===== src/rtl/csr_regfile_pkg.sv =====
// Shared CSR numbers, field positions and the masked-merge helper for csr_regfile.
// Package name is csr_defs so the pipeline can import it by that name.
package csr_defs;

  typedef logic [13:0] csr_num_t;

  localparam csr_num_t CSR_CRMD   = 14'h000;
  localparam csr_num_t CSR_PRMD   = 14'h001;
  localparam csr_num_t CSR_ECFG   = 14'h004;
  localparam csr_num_t CSR_ESTAT  = 14'h005;
  localparam csr_num_t CSR_ERA    = 14'h006;
  localparam csr_num_t CSR_EENTRY = 14'h00c;
  localparam csr_num_t CSR_SAVE0  = 14'h030;
  localparam csr_num_t CSR_SAVE1  = 14'h031;
  localparam csr_num_t CSR_SAVE2  = 14'h032;
  localparam csr_num_t CSR_SAVE3  = 14'h033;
  localparam csr_num_t CSR_TID    = 14'h040;
  localparam csr_num_t CSR_TCFG   = 14'h041;
  localparam csr_num_t CSR_TVAL   = 14'h042;
  localparam csr_num_t CSR_TICLR  = 14'h044;

  localparam int CRMD_PLV_LSB       = 0;
  localparam int CRMD_PLV_W         = 2;
  localparam int CRMD_IE            = 2;
  localparam int CRMD_DA            = 3;
  localparam int PRMD_PPLV_LSB      = 0;
  localparam int PRMD_PPLV_W        = 2;
  localparam int PRMD_PIE           = 2;
  localparam int ECFG_LIE_W         = 13;
  localparam int ESTAT_IS_W         = 13;
  localparam int ESTAT_IS_SW_LSB    = 0;
  localparam int ESTAT_IS_TI        = 11;
  localparam int ESTAT_ECODE_LSB    = 16;
  localparam int ESTAT_ECODE_W      = 6;
  localparam int ESTAT_ESUBCODE_LSB = 22;
  localparam int ESTAT_ESUBCODE_W   = 9;
  localparam int EENTRY_VA_LSB      = 6;
  localparam int TCFG_EN            = 0;
  localparam int TCFG_PERIODIC      = 1;
  localparam int TCFG_INITV_LSB     = 2;

  // LIE bit 10 does not exist, so it is forced to zero on every write
  localparam logic [ECFG_LIE_W-1:0] ECFG_LIE_MASK = 13'h1bff;

  function automatic logic [31:0] csr_merge(input logic [31:0] old_val,
                                            input logic [31:0] wmask,
                                            input logic [31:0] wvalue);
    return (old_val & ~wmask) | (wvalue & wmask);
  endfunction

endpackage


===== src/rtl/csr_regfile_if.sv =====
// CSR access and write-back commit bundle between the pipeline (master) and csr_regfile (slave).
interface csr_regfile_if;
  import csr_defs::*;

  logic        csr_re;
  csr_num_t    csr_num;
  logic [31:0] csr_rvalue;
  logic        csr_we;
  logic [31:0] csr_wmask;
  logic [31:0] csr_wvalue;
  logic        wb_ex;
  logic        ertn_flush;
  logic [31:0] wb_pc;
  logic [5:0]  wb_ecode;
  logic [8:0]  wb_esubcode;

  modport master (
    output csr_re, csr_num, csr_we, csr_wmask, csr_wvalue,
    output wb_ex, ertn_flush, wb_pc, wb_ecode, wb_esubcode,
    input  csr_rvalue
  );

  modport slave (
    input  csr_re, csr_num, csr_we, csr_wmask, csr_wvalue,
    input  wb_ex, ertn_flush, wb_pc, wb_ecode, wb_esubcode,
    output csr_rvalue
  );

endinterface


===== src/rtl/csr_regfile_timer.sv =====
// Stable timer: holds TCFG/TVAL and the ESTAT.IS[11] timer-interrupt flag.
// Only instantiated when CSR_TIMER_EN is defined.
module csr_timer
  import csr_defs::*;
(
  input  logic        clk,
  input  logic        rst,
  input  logic        i_tcfg_we,
  input  logic [31:0] i_tcfg_wdata,
  input  logic        i_ticlr,
  output logic [31:0] o_tcfg,
  output logic [31:0] o_tval,
  output logic        o_timer_int
);

  logic [31:0] r_tcfg;
  logic [31:0] r_tval;
  logic        r_timer_int;

  // All-ones TVAL marks an expired one-shot timer and stops counting
  always_ff @(posedge clk or posedge rst) begin
    if (rst) begin
      r_tcfg <= '0;
      r_tval <= '0;
    end else begin
      if (i_tcfg_we) begin
        r_tcfg <= i_tcfg_wdata;
      end
      if (i_tcfg_we && i_tcfg_wdata[TCFG_EN]) begin
        r_tval <= {i_tcfg_wdata[31:TCFG_INITV_LSB], 2'b00};
      end else if (r_tcfg[TCFG_EN] && (r_tval != '1)) begin
        if ((r_tval == '0) && r_tcfg[TCFG_PERIODIC]) begin
          r_tval <= {r_tcfg[31:TCFG_INITV_LSB], 2'b00};
        end else begin
          r_tval <= r_tval - 32'd1;
        end
      end
    end
  end

  // A clear in the same cycle as a set takes precedence
  always_ff @(posedge clk or posedge rst) begin
    if (rst) begin
      r_timer_int <= 1'b0;
    end else if (i_ticlr) begin
      r_timer_int <= 1'b0;
    end else if (r_tcfg[TCFG_EN] && (r_tval == '0)) begin
      r_timer_int <= 1'b1;
    end
  end

  assign o_tcfg      = r_tcfg;
  assign o_tval      = r_tval;
  assign o_timer_int = r_timer_int;

endmodule


===== src/rtl/csr_regfile.sv =====
// LoongArch CSR register file: masked CSR writes, exception/ertn side effects, interrupt pending.
// Define CSR_TIMER_EN to include TID/TCFG/TVAL/TICLR and the timer interrupt.
module csr_regfile
  import csr_defs::*;
(
  input  logic          clk,
  input  logic          reset,
  csr_regfile_if.slave  csr,
  input  logic [7:0]    hw_int_in,
  input  logic          ipi_int_in,
  output logic [31:0]   ex_entry,
  output logic [31:0]   ertn_entry,
  output logic          has_int
);

  logic [CRMD_PLV_W-1:0]       r_crmd_plv;
  logic                        r_crmd_ie;
  logic                        r_crmd_da;
  logic [PRMD_PPLV_W-1:0]      r_prmd_pplv;
  logic                        r_prmd_pie;
  logic [ECFG_LIE_W-1:0]       r_ecfg_lie;
  logic [1:0]                  r_estat_is_sw;
  logic [7:0]                  r_estat_is_hw;
  logic                        r_estat_is_ipi;
  logic [ESTAT_ECODE_W-1:0]    r_estat_ecode;
  logic [ESTAT_ESUBCODE_W-1:0] r_estat_esubcode;
  logic [31:0]                 r_era;
  logic [31:EENTRY_VA_LSB]     r_eentry_va;
  logic [31:0]                 r_save [0:3];

  logic                        w_we;
  logic [31:0]                 w_rdata;
  logic [31:0]                 w_new;
  logic [ESTAT_IS_W-1:0]       w_is;
  logic                        w_timer_int;
  logic                        w_unused;

  // Commit side effects win over software writes, which are then dropped whole
  assign w_we    = csr.csr_we & ~csr.wb_ex & ~csr.ertn_flush;
  assign w_new   = csr_merge(w_rdata, csr.csr_wmask, csr.csr_wvalue);
  assign w_unused = csr.csr_re;

`ifdef CSR_TIMER_EN
  logic [31:0] r_tid;
  logic [31:0] w_tcfg;
  logic [31:0] w_tval;

  csr_timer u_timer (
    .clk          (clk),
    .rst          (reset),
    .i_tcfg_we    (w_we && (csr.csr_num == CSR_TCFG)),
    .i_tcfg_wdata (w_new),
    .i_ticlr      (w_we && (csr.csr_num == CSR_TICLR) && csr.csr_wvalue[0] && csr.csr_wmask[0]),
    .o_tcfg       (w_tcfg),
    .o_tval       (w_tval),
    .o_timer_int  (w_timer_int)
  );

  always_ff @(posedge clk or posedge reset) begin
    if (reset) begin
      r_tid <= '0;
    end else if (w_we && (csr.csr_num == CSR_TID)) begin
      r_tid <= w_new;
    end
  end
`else
  assign w_timer_int = 1'b0;
`endif

  assign w_is = {r_estat_is_ipi, w_timer_int, 1'b0, r_estat_is_hw, r_estat_is_sw};

  always_comb begin
    w_rdata = '0;
    case (csr.csr_num)
      CSR_CRMD:   w_rdata = {28'b0, r_crmd_da, r_crmd_ie, r_crmd_plv};
      CSR_PRMD:   w_rdata = {29'b0, r_prmd_pie, r_prmd_pplv};
      CSR_ECFG:   w_rdata = {19'b0, r_ecfg_lie};
      CSR_ESTAT:  w_rdata = {1'b0, r_estat_esubcode, r_estat_ecode, 3'b0, w_is};
      CSR_ERA:    w_rdata = r_era;
      CSR_EENTRY: w_rdata = {r_eentry_va, 6'b0};
      CSR_SAVE0, CSR_SAVE1, CSR_SAVE2, CSR_SAVE3:
                  w_rdata = r_save[csr.csr_num[1:0]];
`ifdef CSR_TIMER_EN
      CSR_TID:    w_rdata = r_tid;
      CSR_TCFG:   w_rdata = w_tcfg;
      CSR_TVAL:   w_rdata = w_tval;
`endif
      default:    w_rdata = '0;
    endcase
  end

  assign csr.csr_rvalue = w_rdata;

  always_ff @(posedge clk or posedge reset) begin
    if (reset) begin
      r_crmd_plv  <= '0;
      r_crmd_ie   <= 1'b0;
      r_crmd_da   <= 1'b1;
      r_prmd_pplv <= '0;
      r_prmd_pie  <= 1'b0;
    end else if (csr.wb_ex) begin
      r_prmd_pplv <= r_crmd_plv;
      r_prmd_pie  <= r_crmd_ie;
      r_crmd_plv  <= '0;
      r_crmd_ie   <= 1'b0;
    end else if (csr.ertn_flush) begin
      r_crmd_plv  <= r_prmd_pplv;
      r_crmd_ie   <= r_prmd_pie;
    end else if (w_we && (csr.csr_num == CSR_CRMD)) begin
      r_crmd_plv  <= w_new[CRMD_PLV_LSB +: CRMD_PLV_W];
      r_crmd_ie   <= w_new[CRMD_IE];
      r_crmd_da   <= w_new[CRMD_DA];
    end else if (w_we && (csr.csr_num == CSR_PRMD)) begin
      r_prmd_pplv <= w_new[PRMD_PPLV_LSB +: PRMD_PPLV_W];
      r_prmd_pie  <= w_new[PRMD_PIE];
    end
  end

  // Hardware and IPI levels are resampled every cycle regardless of writes
  always_ff @(posedge clk or posedge reset) begin
    if (reset) begin
      r_estat_is_sw    <= '0;
      r_estat_is_hw    <= '0;
      r_estat_is_ipi   <= 1'b0;
      r_estat_ecode    <= '0;
      r_estat_esubcode <= '0;
    end else begin
      r_estat_is_hw  <= hw_int_in;
      r_estat_is_ipi <= ipi_int_in;
      if (csr.wb_ex) begin
        r_estat_ecode    <= csr.wb_ecode;
        r_estat_esubcode <= csr.wb_esubcode;
      end else if (w_we && (csr.csr_num == CSR_ESTAT)) begin
        r_estat_is_sw <= w_new[ESTAT_IS_SW_LSB +: 2];
      end
    end
  end

  always_ff @(posedge clk or posedge reset) begin
    if (reset) begin
      r_era       <= '0;
      r_eentry_va <= '0;
      r_ecfg_lie  <= '0;
      for (int i = 0; i < 4; i++) begin
        r_save[i] <= '0;
      end
    end else if (csr.wb_ex) begin
      r_era <= csr.wb_pc;
    end else if (w_we) begin
      case (csr.csr_num)
        CSR_ERA:    r_era       <= w_new;
        CSR_EENTRY: r_eentry_va <= w_new[31:EENTRY_VA_LSB];
        CSR_ECFG:   r_ecfg_lie  <= w_new[ECFG_LIE_W-1:0] & ECFG_LIE_MASK;
        CSR_SAVE0, CSR_SAVE1, CSR_SAVE2, CSR_SAVE3:
                    r_save[csr.csr_num[1:0]] <= w_new;
        default: ;
      endcase
    end
  end

  assign ex_entry   = {r_eentry_va, 6'b0};
  assign ertn_entry = r_era;
  assign has_int    = r_crmd_ie & (|(w_is & r_ecfg_lie));

endmodule


===== src/flat_wrapper.sv =====
// flat-port wrapper written by rule: the top's interface ports become plain ports
module csr_regfile_flat import csr_defs::*;
  (clk, reset, hw_int_in, ipi_int_in, ex_entry, ertn_entry, has_int, csr_csr_re, csr_csr_num, csr_csr_we, csr_csr_wmask, csr_csr_wvalue, csr_wb_ex, csr_ertn_flush, csr_wb_pc, csr_wb_ecode, csr_wb_esubcode, csr_csr_rvalue);
  csr_regfile_if csr_i ();
  input  logic clk;
  input  logic reset;
  input  logic [7:0] hw_int_in;
  input  logic ipi_int_in;
  output logic [31:0] ex_entry;
  output logic [31:0] ertn_entry;
  output logic has_int;
  input wire logic [$bits(csr_i.csr_re)-1:0] csr_csr_re;
  input wire logic [$bits(csr_i.csr_num)-1:0] csr_csr_num;
  input wire logic [$bits(csr_i.csr_we)-1:0] csr_csr_we;
  input wire logic [$bits(csr_i.csr_wmask)-1:0] csr_csr_wmask;
  input wire logic [$bits(csr_i.csr_wvalue)-1:0] csr_csr_wvalue;
  input wire logic [$bits(csr_i.wb_ex)-1:0] csr_wb_ex;
  input wire logic [$bits(csr_i.ertn_flush)-1:0] csr_ertn_flush;
  input wire logic [$bits(csr_i.wb_pc)-1:0] csr_wb_pc;
  input wire logic [$bits(csr_i.wb_ecode)-1:0] csr_wb_ecode;
  input wire logic [$bits(csr_i.wb_esubcode)-1:0] csr_wb_esubcode;
  output wire logic [$bits(csr_i.csr_rvalue)-1:0] csr_csr_rvalue;
  assign csr_i.csr_re = csr_csr_re;
  assign csr_i.csr_num = csr_csr_num;
  assign csr_i.csr_we = csr_csr_we;
  assign csr_i.csr_wmask = csr_csr_wmask;
  assign csr_i.csr_wvalue = csr_csr_wvalue;
  assign csr_i.wb_ex = csr_wb_ex;
  assign csr_i.ertn_flush = csr_ertn_flush;
  assign csr_i.wb_pc = csr_wb_pc;
  assign csr_i.wb_ecode = csr_wb_ecode;
  assign csr_i.wb_esubcode = csr_wb_esubcode;
  assign csr_csr_rvalue = csr_i.csr_rvalue;
  csr_regfile u_core (.clk(clk), .reset(reset), .csr(csr_i), .hw_int_in(hw_int_in), .ipi_int_in(ipi_int_in), .ex_entry(ex_entry), .ertn_entry(ertn_entry), .has_int(has_int));
endmodule

===== config.mk =====
export PLATFORM = sky130hd
export DESIGN_NAME = csr_regfile_flat
export DESIGN_NICKNAME = d
export VERILOG_FILES = /design/src/rtl/csr_regfile_pkg.sv /design/src/rtl/csr_regfile_if.sv /design/src/rtl/csr_regfile_timer.sv /design/src/rtl/csr_regfile.sv /design/src/flat_wrapper.sv
export SDC_FILE = /design/constraint.sdc
export NUM_CORES = 1
export LEC_CHECK = 0
export BUFFER_PORTS_ARGS = -buffer_cell sky130_fd_sc_hd__buf_4
export CAP_MARGIN = 20
export CORE_MARGIN = 10
export CORE_UTILIZATION = 60
export CTS_CLUSTER_SIZE = 28
export DETAILED_ROUTE_END_ITERATION = 16
export PLACE_DENSITY = 0.86
export SYNTH_ARGS = -nofsm -noshare
export SYNTH_HDL_FRONTEND = slang
export SYNTH_HIERARCHICAL = 1
export SYNTH_SLANG_ARGS = --single-unit
export TNS_END_PERCENT = 5

===== constraint.sdc =====
create_clock -name clk -period 12.9 [get_ports clk]
set_input_delay 1.29 -clock clk [delete_from_list [all_inputs] [get_ports clk]]
set_output_delay 1.29 -clock clk [all_outputs]
set_load 0.005 [all_outputs]

==> results of run 1 <==
[flip-flops by register name (all words and copies together) (netlist names)]
name / count
u_core/r_ecfg_lie: 12
u_core/r_estat_ecode: 6
u_core/r_save: 128
u_core/r_estat_esubcode: 9
u_core/r_estat_is_hw: 8
u_core/r_eentry_va: 26
u_core/r_crmd_plv: 2
u_core/ertn_entry: 32
u_core/r_crmd_da: 1
u_core/r_crmd_ie: 1
u_core/r_estat_is_ipi: 1
u_core/r_estat_is_sw: 2
u_core/r_prmd_pie: 1
u_core/r_prmd_pplv: 2
[synth_stat cells (all sizes together), types with 3 or more instances]
| library cell | count | area [µm²] |
|---|---|---|
| and3 | 5 | 31.28 |
| nor2b | 19 | 118.9 |
| a22oi | 48 | 360.4 |
| o31ai | 49 | 367.9 |
| nor2 | 37 | 138.9 |
| a2111oi | 8 | 120.1 |
| mux2i | 10 | 100.1 |
| inv | 22 | 82.58 |
| a31oi | 9 | 56.30 |
| a21bo | 4 | 40.04 |
| mux2 | 43 | 484.2 |
| and2 | 19 | 118.9 |
| a21oi | 22 | 113.9 |
| nand4 | 5 | 31.28 |
| nand2 | 166 | 625.6 |
| and4 | 3 | 26.28 |
| a41o | 4 | 40.04 |
| a21o | 12 | 90.09 |
| a2111o | 4 | 45.04 |
| nor4 | 5 | 58.80 |
| clkbuf | 48 | 180.2 |
| o21ai | 106 | 530.5 |
| nand2b | 5 | 31.28 |
| a22o | 35 | 306.5 |
| o221a | 4 | 45.04 |
| mux4 | 32 | 720.7 |
| nor3 | 3 | 20.02 |
| dfrtp | 230 | 5756 |
| a211o | 15 | 131.4 |
| o2bb2ai | 12 | 105.1 |
| buf | 39 | 246.5 |
| nand3 | 44 | 220.2 |
[cells in the final DEF, fill, tap and decap left out, types with 3 or more instances in the layout]
cell / synthesis / layout
bufinv_16: 0 / 4
mux2_2: 43 / 43
nand2_1: 165 / 164
clkbuf_16: 0 / 25
a211o_1: 15 / 15
a22oi_1: 48 / 48
nor2_1: 37 / 37
o31ai_1: 49 / 49
a21o_1: 12 / 12
nand2b_1: 5 / 5
dfrtp_1: 230 / 230
buf_4: 16 / 242
o221a_2: 3 / 3
nand3_2: 0 / 3
mux2i_1: 10 / 10
nand3_1: 44 / 41
nor2b_1: 19 / 17
and4_1: 3 / 3
a21bo_2: 4 / 4
a21oi_1: 21 / 20
a22o_1: 35 / 35
and3_1: 5 / 5
conb_1: 1 / 6
clkbuf_8: 0 / 5
o21ai_0: 58 / 58
mux4_2: 32 / 32
o21ai_1: 48 / 48
a31oi_1: 9 / 9
and2_1: 18 / 18
a41o_1: 4 / 4
inv_1: 22 / 21
a2111oi_2: 8 / 8
o2bb2ai_1: 12 / 12
a2111o_1: 4 / 4
nand4_1: 5 / 5
clkbuf_1: 48 / 5
[metrics by stage]
step           std cells  setup WS (ns)  area, µm²  utilization   power, W
2_1_floorplan       1096          5.279      11590            -  0.0008391
3_3_place_gp        1511          7.350      13350       0.7092  0.0009112
3_5_place_dp        1512          7.636      13370       0.7100  0.0009141
4_1_cts             1554          7.610      14220       0.7552   0.001655
5_1_grt             1555          7.533      14250       0.7566   0.001700
6_report            1555          7.614      14250       0.7566   0.001646
[cells by family after synthesis]
kind of cell | after synthesis
DFF | 231
muxes | 85
buffers and inverters | 109
other | 1
and+or+nand+nor | 322
AOI/OAI and AO/OA | 343
[how the worst max path moves through the flow]
stage,startpoint,end
3_3_place_gp,csr_csr_num[1],csr_csr_rvalue[13]
5_1_grt,csr_csr_num[0],csr_csr_rvalue[11]
3_5_place_dp,csr_csr_num[0],csr_csr_rvalue[25]
2_1_floorplan,reset,u_core/ertn_entry[0]$_DFFE_PP0P_
6_report,csr_csr_num[0],csr_csr_rvalue[11]
4_1_cts,csr_csr_num[0],csr_csr_rvalue[11]
[power groups by stage]
stage / registers, W / clock network, W / logic [W]
floorplan: 0.000765 / 0 / 0.0000741
global placement: 0.000767 / 0 / 0.000144
detailed placement: 0.000767 / 0 / 0.000147
CTS: 0.000755 / 0.000752 / 0.000148
global route: 0.000757 / 0.000783 / 0.000161
finish: 0.000755 / 0.000743 / 0.000148
[worst max-delay path: cells and delay by family]
kind,cells,cell delay (ns)
buf+inv,3,0.89
simple gates,5,1.78
[metal layers]
layer,track usage,vias to the layer above,share of wire
met5,0,-,0
met4,0.1015,0,0.032
met3,0.06610,107,0.097
met2,0.4575,594,0.49
met1,0.3552,5031,0.38
li1,-,4422,-
[layout make-up]
type	instances	area [µm²]
multi-input combinational	756	5340
tap	260	325.3
timing repair buffer	244	1859
clock inverter	7	137.6
clock buffer	35	713.2
fill	1309	4583
sequential	231	5782
inverter	22	90.09
==> run_results.csv, run 1 <==
group,metric,value,unit
cts,clock_sinks,231,
synthesis,synth_top_family_by_area,"compound AO/OA/AOI/OAI gates",
sta,maxSlewHeadroom,0.2542,
global_route,antenna_found_initial,0,
critical_path,cp-start-kind,"primary input",
sta,holdWs,0.4787,ns
cts,cts_hold_buf,0,
finish,num_antenna_cells,0,
critical_path,critPathMaxFanout,49,
route,ant_nets,0,
cts,post-cts-setup-buffers,0,
die,start_util,0.6144,
route,drc_errors,0,
critical_path,reg2reg_depth,4,
die,row_count,50,
critical_path,path_cells,"buf_4 -> nor2_1 -> and4_1 -> and2_1 -> buf_4 -> nand2_1 -> nand3_1 -> buf_4",
min_path,holdPathStages,2,
global_route,grt_max_degree,90,
synthesis,synth_seq_cells,231,
cts,numCtsBuffers,24,
synthesis,synth_cells,1091,
route,vias,10150,
die,fp.dieW,158.9,µm
synthesis,synth_mux_area_frac,0.1128,
synthesis,synth_flop_cell,"dfrtp_1",
sta,finalHoldViolCount,0,
die,core_area,18830,µm²
cts,cts_tree,"yes",
cts,insertion_delay,0.52,ns
route,wl_per_cell,23.63,µm
critical_path,cp-end-kind,"output pin",
cts,post_cts_resized,0,
synthesis,syn_area_per_cell,10.60,µm²
critical_path,r2r_setup_slack,10.78,ns
critical_path,r2r-start,"u_core/r_save[23]$_DFFE_PP0P_",
status,status,"finished clean",
die,boundaryPins,237,
global_route,overflow,0,
pwr,internal_power,0.001270,W
synthesis,synth_simple_gate_area_frac,0.1315,
synthesis,synth-async-reset-ratio,1.000,
min_path,hp-start,"u_core/r_save[9]$_DFFE_PP0P_",
synthesis,synth-xor-area-share,0,
sta,grt_setup_unrepaired,"no",
synthesis,yosys.area_share.adder,0,
finish,fin_nets,1419,
cts,htree_num_levels,1,
global_route,grt_pass1_wl,57.97,mm
synthesis,synth_edf_count,0,
pwr,p_leak,6.616,nW
sta,post-route-period-util,0.4098,
place,dp_hpwl,23.89,mm
cts,cts_root_buf,"clkbuf_16",
global_route,track_usage,0.2794,
critical_path,cp_common_cell,"buf_4",
cts,ctsLongestPathBuffers,3,
pwr,combPwrFrac,0.090,
die,die_area,25240,µm²
sta,final.setup.tns,0,ns
synthesis,synth_compound_area_frac,0.2116,
pwr,sw_frac_of_total,0.2285,
sta,clock.fmax,189.2,MHz
route,first_pass_iters,6,
flow_run,cap_violations,0,
place,gp_congestion,0.8680,
sta,tightest_slew,1.118,ns
route,postRouteWirelength,36.74,mm
place,io_buffers,229,
route,drt_iter0_markers,1129,
pwr,p_switching,0.0003762,W
critical_path,crit_arrival,4.00,ns
pwr,share_seq_of_total_power,0.459,
critical_path,critPathMaxStageDelay,0.71,ns
synthesis,syn_area,11570,µm²
synthesis,yosys_warnings,6,
finish,area_growth,23.14,%
critical_path,critical_path_class,"in2out",
sta,min_period,5.286,ns
finish,drive_above_1_share,0.3019,
cts,clk_pin_slew_worst_paths,0.06,ns
route,via_per_inst,6.530,
synthesis,yosysUniqueCellTypes,62,
critical_path,crit_path_top_delay_cell,"and4_1",
die,dieHeight,158.9,µm
min_path,hold_class,"reg2reg",
pwr,p_per_area,115.5,nW/µm²
critical_path,cp.required,11.61,ns
global_route,first_global_vias,10430,
sta,fin_worst_skew,0.007107,ns
sta,slew_violations,0,
sta,setup_viol,0,
pwr,irDropWorstVdd,0.00009863,V
synthesis,yosysSeqAreaShare,0.4997,
critical_path,r2r_end,"u_core/ertn_entry[23]$_DFFE_PP0P_",
pwr,pwr-share-clk,0.451,
min_path,min_to,"u_core/r_save[9]$_DFFE_PP0P_",
(Power assumes the default switching activity.)
==> inputs of run 2 (changes only) <==
- CORE_UTILIZATION: 60 -> 50
- PLACE_DENSITY: 0.86 -> 0.77
- clock period: 12.9 -> 4.4 ns (I/O delays scaled with it)
==> run 2 against run 1 <==
Net effect: combinational power grew to 3.0 times the previous value; total power grew to 2.9 times the previous value; global-route usage shrank 4.3 points; non-clock buffer count grew 10; sequential power grew to 2.9 times the previous value; first-iteration DRC count shrank 16%; clock skew shrank 0.0012 ns; register-to-register slack lost 8.5 ns.
==> run_results.csv, run 2 (same netlist as run 1, synthesis figures left out) <==
group,metric,value,unit
critical_path,critical_path_class,"in2out",
cts,insertion_delay,0.51,ns
sta,slew_violations,0,
route,ant_nets,0,
sta,final.setup.tns,0,ns
die,row_count,55,
route,first_pass_iters,5,
sta,fin_worst_skew,0.005909,ns
cts,numCtsBuffers,25,
route,vias,9858,
sta,setup_viol,0,
global_route,overflow,0,
status,status,"finished clean",
critical_path,cp-start-kind,"primary input",
route,wl_per_cell,22.60,µm
pwr,sw_frac_of_total,0.2403,
finish,fin_area,14330,µm²
die,die_area,29620,µm²
pwr,p_per_area,328.9,nW/µm²
min_path,hold_class,"in2reg",
finish,fillers,1806,
pwr,p_switching,0.001132,W
place,io_buffers,229,
cts,cts_hold_buf,0,
route,drt_iter0_markers,945,
min_path,min_to,"u_core/r_estat_is_hw[7]$_DFF_PP0_",
pwr,internal_power,0.003581,W
place,dp_hpwl,24.80,mm
sta,tightest_slew,0.8381,ns
critical_path,cp.required,3.96,ns
global_route,antenna_found_initial,0,
sta,post-route-period-util,0.7011,
cts,post_cts_resized,0,
sta,maxSlewHeadroom,0.4397,
finish,drive_above_1_share,0.3096,
cts,cts_root_buf,"clkbuf_16",
finish,area_growth,23.85,%
finish,final_common_cell,"buf_4",
critical_path,crit_arrival,2.64,ns
place,gp_congestion,0.8878,
cts,clock_sinks,231,
pwr,pwr-share-clk,0.437,
global_route,track_usage,0.2365,
critical_path,reg2reg_depth,5,
die,boundaryPins,237,
sta,clock.fmax,324.2,MHz
die,core_area,22710,µm²
cts,ctsLongestPathBuffers,3,
pwr,share_seq_of_total_power,0.470,
global_route,grt_max_degree,130,
finish,fin_nets,1430,
critical_path,critPathMaxFanout,28,
finish,num_antenna_cells,0,
finish,top_register,"u_core/r_save",
cts,cts_tree,"yes",
place,dp.cells,1548,
global_route,first_global_vias,9992,
finish,largest_reg_flops,128,
critical_path,r2r_end,"u_core/r_prmd_pplv[1]$_DFFE_PP0P_",
die,fp.dieW,172.1,µm
pwr,p_leak,6.654,nW
route,drc_errors,0,
route,postRouteWirelength,36.01,mm
pwr,combPwrFrac,0.093,
critical_path,cp-end-kind,"output pin",
sta,min_period,3.085,ns
sta,finalHoldViolCount,0,
die,start_util,0.5095,
critical_path,r2r_setup_slack,2.24,ns
global_route,grt_pass1_wl,55.64,mm
place,dpl-instance-area,13520,µm²
finish,instances_no_fill,1593,
die,dieHeight,172.1,µm
flow_run,cap_violations,0,
min_path,holdPathStages,1,
finish,final_cell_mix,"250 x buf_4, 230 x dfrtp_1, 164 x nand2_1, 58 x o21ai_0, 49 x o31ai_1",
route,via_per_inst,6.188,
finish,fin_util,0.6310,
cts,htree_num_levels,1,
cts,post-cts-setup-buffers,0,
sta,grt_setup_unrepaired,"no",
min_path,hp-start,"hw_int_in[7]",
critical_path,r2r-start,"u_core/r_save[97]$_DFFE_PP0P_",
pwr,irDropWorstVdd,0.0002684,V
cts,clk_pin_slew_worst_paths,0.06,ns
## run 2: cell types whose count changed in the layout (fill, tap and decap cells not counted), sizes merged
cell and delta:
buf +10, bufinv -3, clkinv +4, clkinvlp +2
## run 2: area by class of cell
type                            instances  area [µm²]  area share
Clock buffer                           35       723.2     0.05047
Clock inverter                         10       83.83    0.005851
Inverter                               22       86.33    0.006025
Multi-Input combinational cell        756        5340      0.3727
Sequential cell                       231        5782      0.4035
Tap cell                              285       356.6     0.02489
Timing Repair Buffer                  254        1957      0.1366
## run 2: per-layer routing
metal | global-route usage | part of all wire | vias up
met5 | 0 | 0 | -
met4 | 0.06709 | 0.023 | 0
met3 | 0.04970 | 0.089 | 67
met2 | 0.3845 | 0.47 | 454
met1 | 0.3134 | 0.42 | 4905
li1 | - | - | 4432
## run 2: critical path: stages
cell	delay, ns
buf_4	0.22
nor2_1	0.55
and4_1	0.28
buf_4	0.22
and2_1	0.15
buf_4	0.40
a211o_1	0.23
buf_4	0.12
## run 2: power groups by stage
stage	combinational [W]	clock (W)	sequential [W]
2_1_floorplan	0.000218	0	0.00224
3_3_place_gp	0.000429	0	0.00225
3_5_place_dp	0.000439	0	0.00225
4_1_cts	0.000440	0.00209	0.00221
5_1_grt	0.000475	0.00219	0.00222
6_report	0.000439	0.00206	0.00221
## run 2: worst max-delay path by stage
stage / endpoint / startpoint / slack [ns] / depth (start not counted)
2_1_floorplan: u_core/ertn_entry[0]$_DFFE_PP0P_ / reset / 0.94 / 1
3_3_place_gp: u_core/r_save[72]$_DFFE_PP0P_ / csr_csr_num[9] / 1.32 / 7
3_5_place_dp: u_core/r_save[76]$_DFFE_PP0P_ / csr_csr_num[9] / 1.23 / 7
4_1_cts: csr_csr_rvalue[19] / csr_csr_num[1] / 1.35 / 8
5_1_grt: csr_csr_rvalue[17] / csr_csr_num[1] / 1.25 / 9
6_report: csr_csr_rvalue[19] / csr_csr_num[1] / 1.32 / 8
## run 2: per-stage QoR
stage               hold slack (ns)  worst slack [ns]  total power (W)
floorplan                    0.4432            0.9389         0.002461
global placement             0.4564             1.315         0.002679
detailed placement           0.4638             1.227         0.002689
CTS                         0.01716             1.346         0.004741
global route                0.01458             1.252         0.004879
finish                      0.02806             1.315         0.004713
==> inputs of run 3 (changes only) <==
- clock period: 4.4 -> 2.8 ns (I/O delays scaled with it)
==> run 3 against run 2 <==
Net effect: routed wire length up 2.5%; non-clock buffer count up 46; hold slack worse by 0.016 ns; critical path depth down 3; total power up 56%; clock-buffer cell count up 6; global-route usage up 0.86 points; sequential power up 57%; final cell count up 2.8%; highest routed layer unchanged.
==> run_results.csv, run 3 (same netlist as run 1, synthesis figures left out) <==
group,metric,value,unit
route,first_pass_iters,6,
critical_path,crit_arrival,2.24,ns
min_path,hold_class,"in2reg",
route,ant_nets,0,
cts,clock_sinks,231,
global_route,track_usage,0.2451,
cts,cts_tree,"yes",
pwr,power,0.007367,W
sta,setup_ws,0.2840,ns
critical_path,critPathMaxFanout,3,
route,wl_per_cell,22.55,µm
sta,grt_setup_unrepaired,"no",
die,core_area,22710,µm²
cts,htree_num_levels,1,
cts,post_cts_resized,0,
place,gp_congestion,0.9300,
cts,cts_root_buf,"clkbuf_16",
critical_path,cp-end-kind,"output pin",
critical_path,crit_path_top_delay_cell,"mux4_2",
pwr,p_switching,0.001743,W
route,drc_errors,0,
finish,num_antenna_cells,0,
die,row_count,55,
critical_path,cp-start-kind,"register",
cts,ctsLongestPathBuffers,3,
route,vias,10060,
place,pre_cts_ws,0.2229,ns
sta,slew_violations,0,
sta,clock.fmax,397.5,MHz
sta,post-route-period-util,0.8986,
die,die_area,29620,µm²
route,postRouteWirelength,36.92,mm
die,boundaryPins,237,
critical_path,critPathMaxStageDelay,0.46,ns
cts,cts_hold_buf,21,
pwr,pwr-share-clk,0.427,
sta,min_period,2.516,ns
sta,tightest_slew,1.092,ns
critical_path,cp.required,2.52,ns
cts,clk_pin_slew_worst_paths,0.06,ns
sta,setup_viol,0,
global_route,grt_max_degree,52,
finish,fin_util,0.6495,
sta,fin_worst_skew,0.006787,ns
die,start_util,0.5095,
sta,maxSlewHeadroom,0.2706,
finish,drive_above_1_share,0.3136,
pwr,sw_frac_of_total,0.2366,
status,status,"finished clean",
flow_run,cap_violations,0,
global_route,first_global_vias,10260,
global_route,overflow,0,
global_route,antenna_found_initial,0,
place,io_buffers,229,
pwr,share_seq_of_total_power,0.472,
pwr,p_per_area,499.5,nW/µm²
pwr,internal_power,0.005624,W
finish,fin_nets,1476,
cts,numCtsBuffers,25,
die,fp.dieW,172.1,µm
finish,final_cell_mix,"271 x buf_4, 230 x dfrtp_1, 164 x nand2_1, 58 x o21ai_0, 49 x o31ai_1",
cts,post-cts-setup-buffers,0,
finish,area_growth,27.48,%
pwr,p_leak,6.863,nW
pwr,irDropWorstVdd,0.0003310,V
route,drt_iter0_markers,1013,
cts,insertion_delay,0.51,ns
sta,finalHoldViolCount,0,
finish,final_common_cell,"buf_4",
pwr,combPwrFrac,0.100,
finish,largest_reg_flops,128,
critical_path,path_cells,"mux4_2 -> and3_1 -> o21ai_0 -> nand2_1 -> buf_4",
die,dieHeight,172.1,µm
route,via_per_inst,6.148,
critical_path,critical_path_class,"reg2out",
finish,top_register,"u_core/r_save",
finish,fillers,1786,
place,dp_hpwl,25.81,mm
global_route,grt_pass1_wl,57.42,mm
run 3: cell types whose count changed in the layout (fill, tap and decap cells not counted), sizes merged:
cell	delta
inv	-1
bufinv	-1
clkinvlp	-2
buf	+25
clkbuf	+6
clkinv	-4
dlygate4sd3	+21
run 3: stage by stage:
step	cell area, µm²	hold WS [ns]	cells	setup TNS (ns)
3_5_place_dp	13760	0.3905	1573	0
6_report	14750	0.01212	1637	0
2_1_floorplan	11590	0.3114	1096	-115.26
5_1_grt	14750	0.002409	1637	0
4_1_cts	14750	0.00004385	1637	0
3_3_place_gp	13760	0.3903	1573	0
run 3: path summary, 6_finish.rpt:
path,startpoint,end,slack [ns],depth (start not counted)
worst max-delay path,u_core/r_save[1]$_DFFE_PP0P_,csr_csr_rvalue[1],0.28,5
worst min-delay path,csr_wb_esubcode[4],u_core/r_estat_esubcode[4]$_DFFE_PP0P_,0.01,2
worst max register to register,u_core/r_save[1]$_DFFE_PP0P_,u_core/r_prmd_pplv[1]$_DFFE_PP0P_,0.68,5
worst min register to register,u_core/r_save[59]$_DFFE_PP0P_,u_core/r_save[59]$_DFFE_PP0P_,0.47,2
max in group asynchronous,reset,u_core/r_estat_esubcode[7]$_DFFE_PP0P_,1.61,4
min in group asynchronous,reset,u_core/r_save[49]$_DFFE_PP0P_,0.49,3
run 3: power by group through the flow:
stage               Combinational [W]  Clock, W  Sequential [W]
finish                       0.000740   0.00315         0.00348
global route                 0.000802   0.00335         0.00349
CTS                          0.000741   0.00319         0.00348
detailed placement           0.000715         0         0.00354
global placement             0.000702         0         0.00353
floorplan                    0.000342         0         0.00352
run 3: layout make-up:
type	instances	area, µm²	area share
Sequential cell	231	5782	0.3920
Clock inverter	2	13.76	0.0009332
Multi-Input combinational cell	756	5340	0.3621
Clock buffer	41	765.7	0.05192
Tap cell	285	356.6	0.02418
Inverter	22	86.33	0.005853
Timing Repair Buffer	300	2405	0.1630
run 3: worst max-delay path: cells and delay by family, from the launching register on:
| kind | cells | cell delay (ns) |
|---|---|---|
| multiplexers | 1 | 0.46 |
| AO/OA/AOI/OAI | 1 | 0.42 |
| flip-flops | 1 | 0.37 |
| AND/OR/NAND/NOR | 2 | 0.31 |
| buffers and inverters | 1 | 0.15 |
run 3: routing by layer:
metal	vias to the layer above	GRT usage	share of wire
met5	-	0	0
met4	0	0.07496	0.023
met3	63	0.05153	0.088
met2	486	0.4031	0.49
met1	4989	0.3187	0.40
li1	4526	-	-
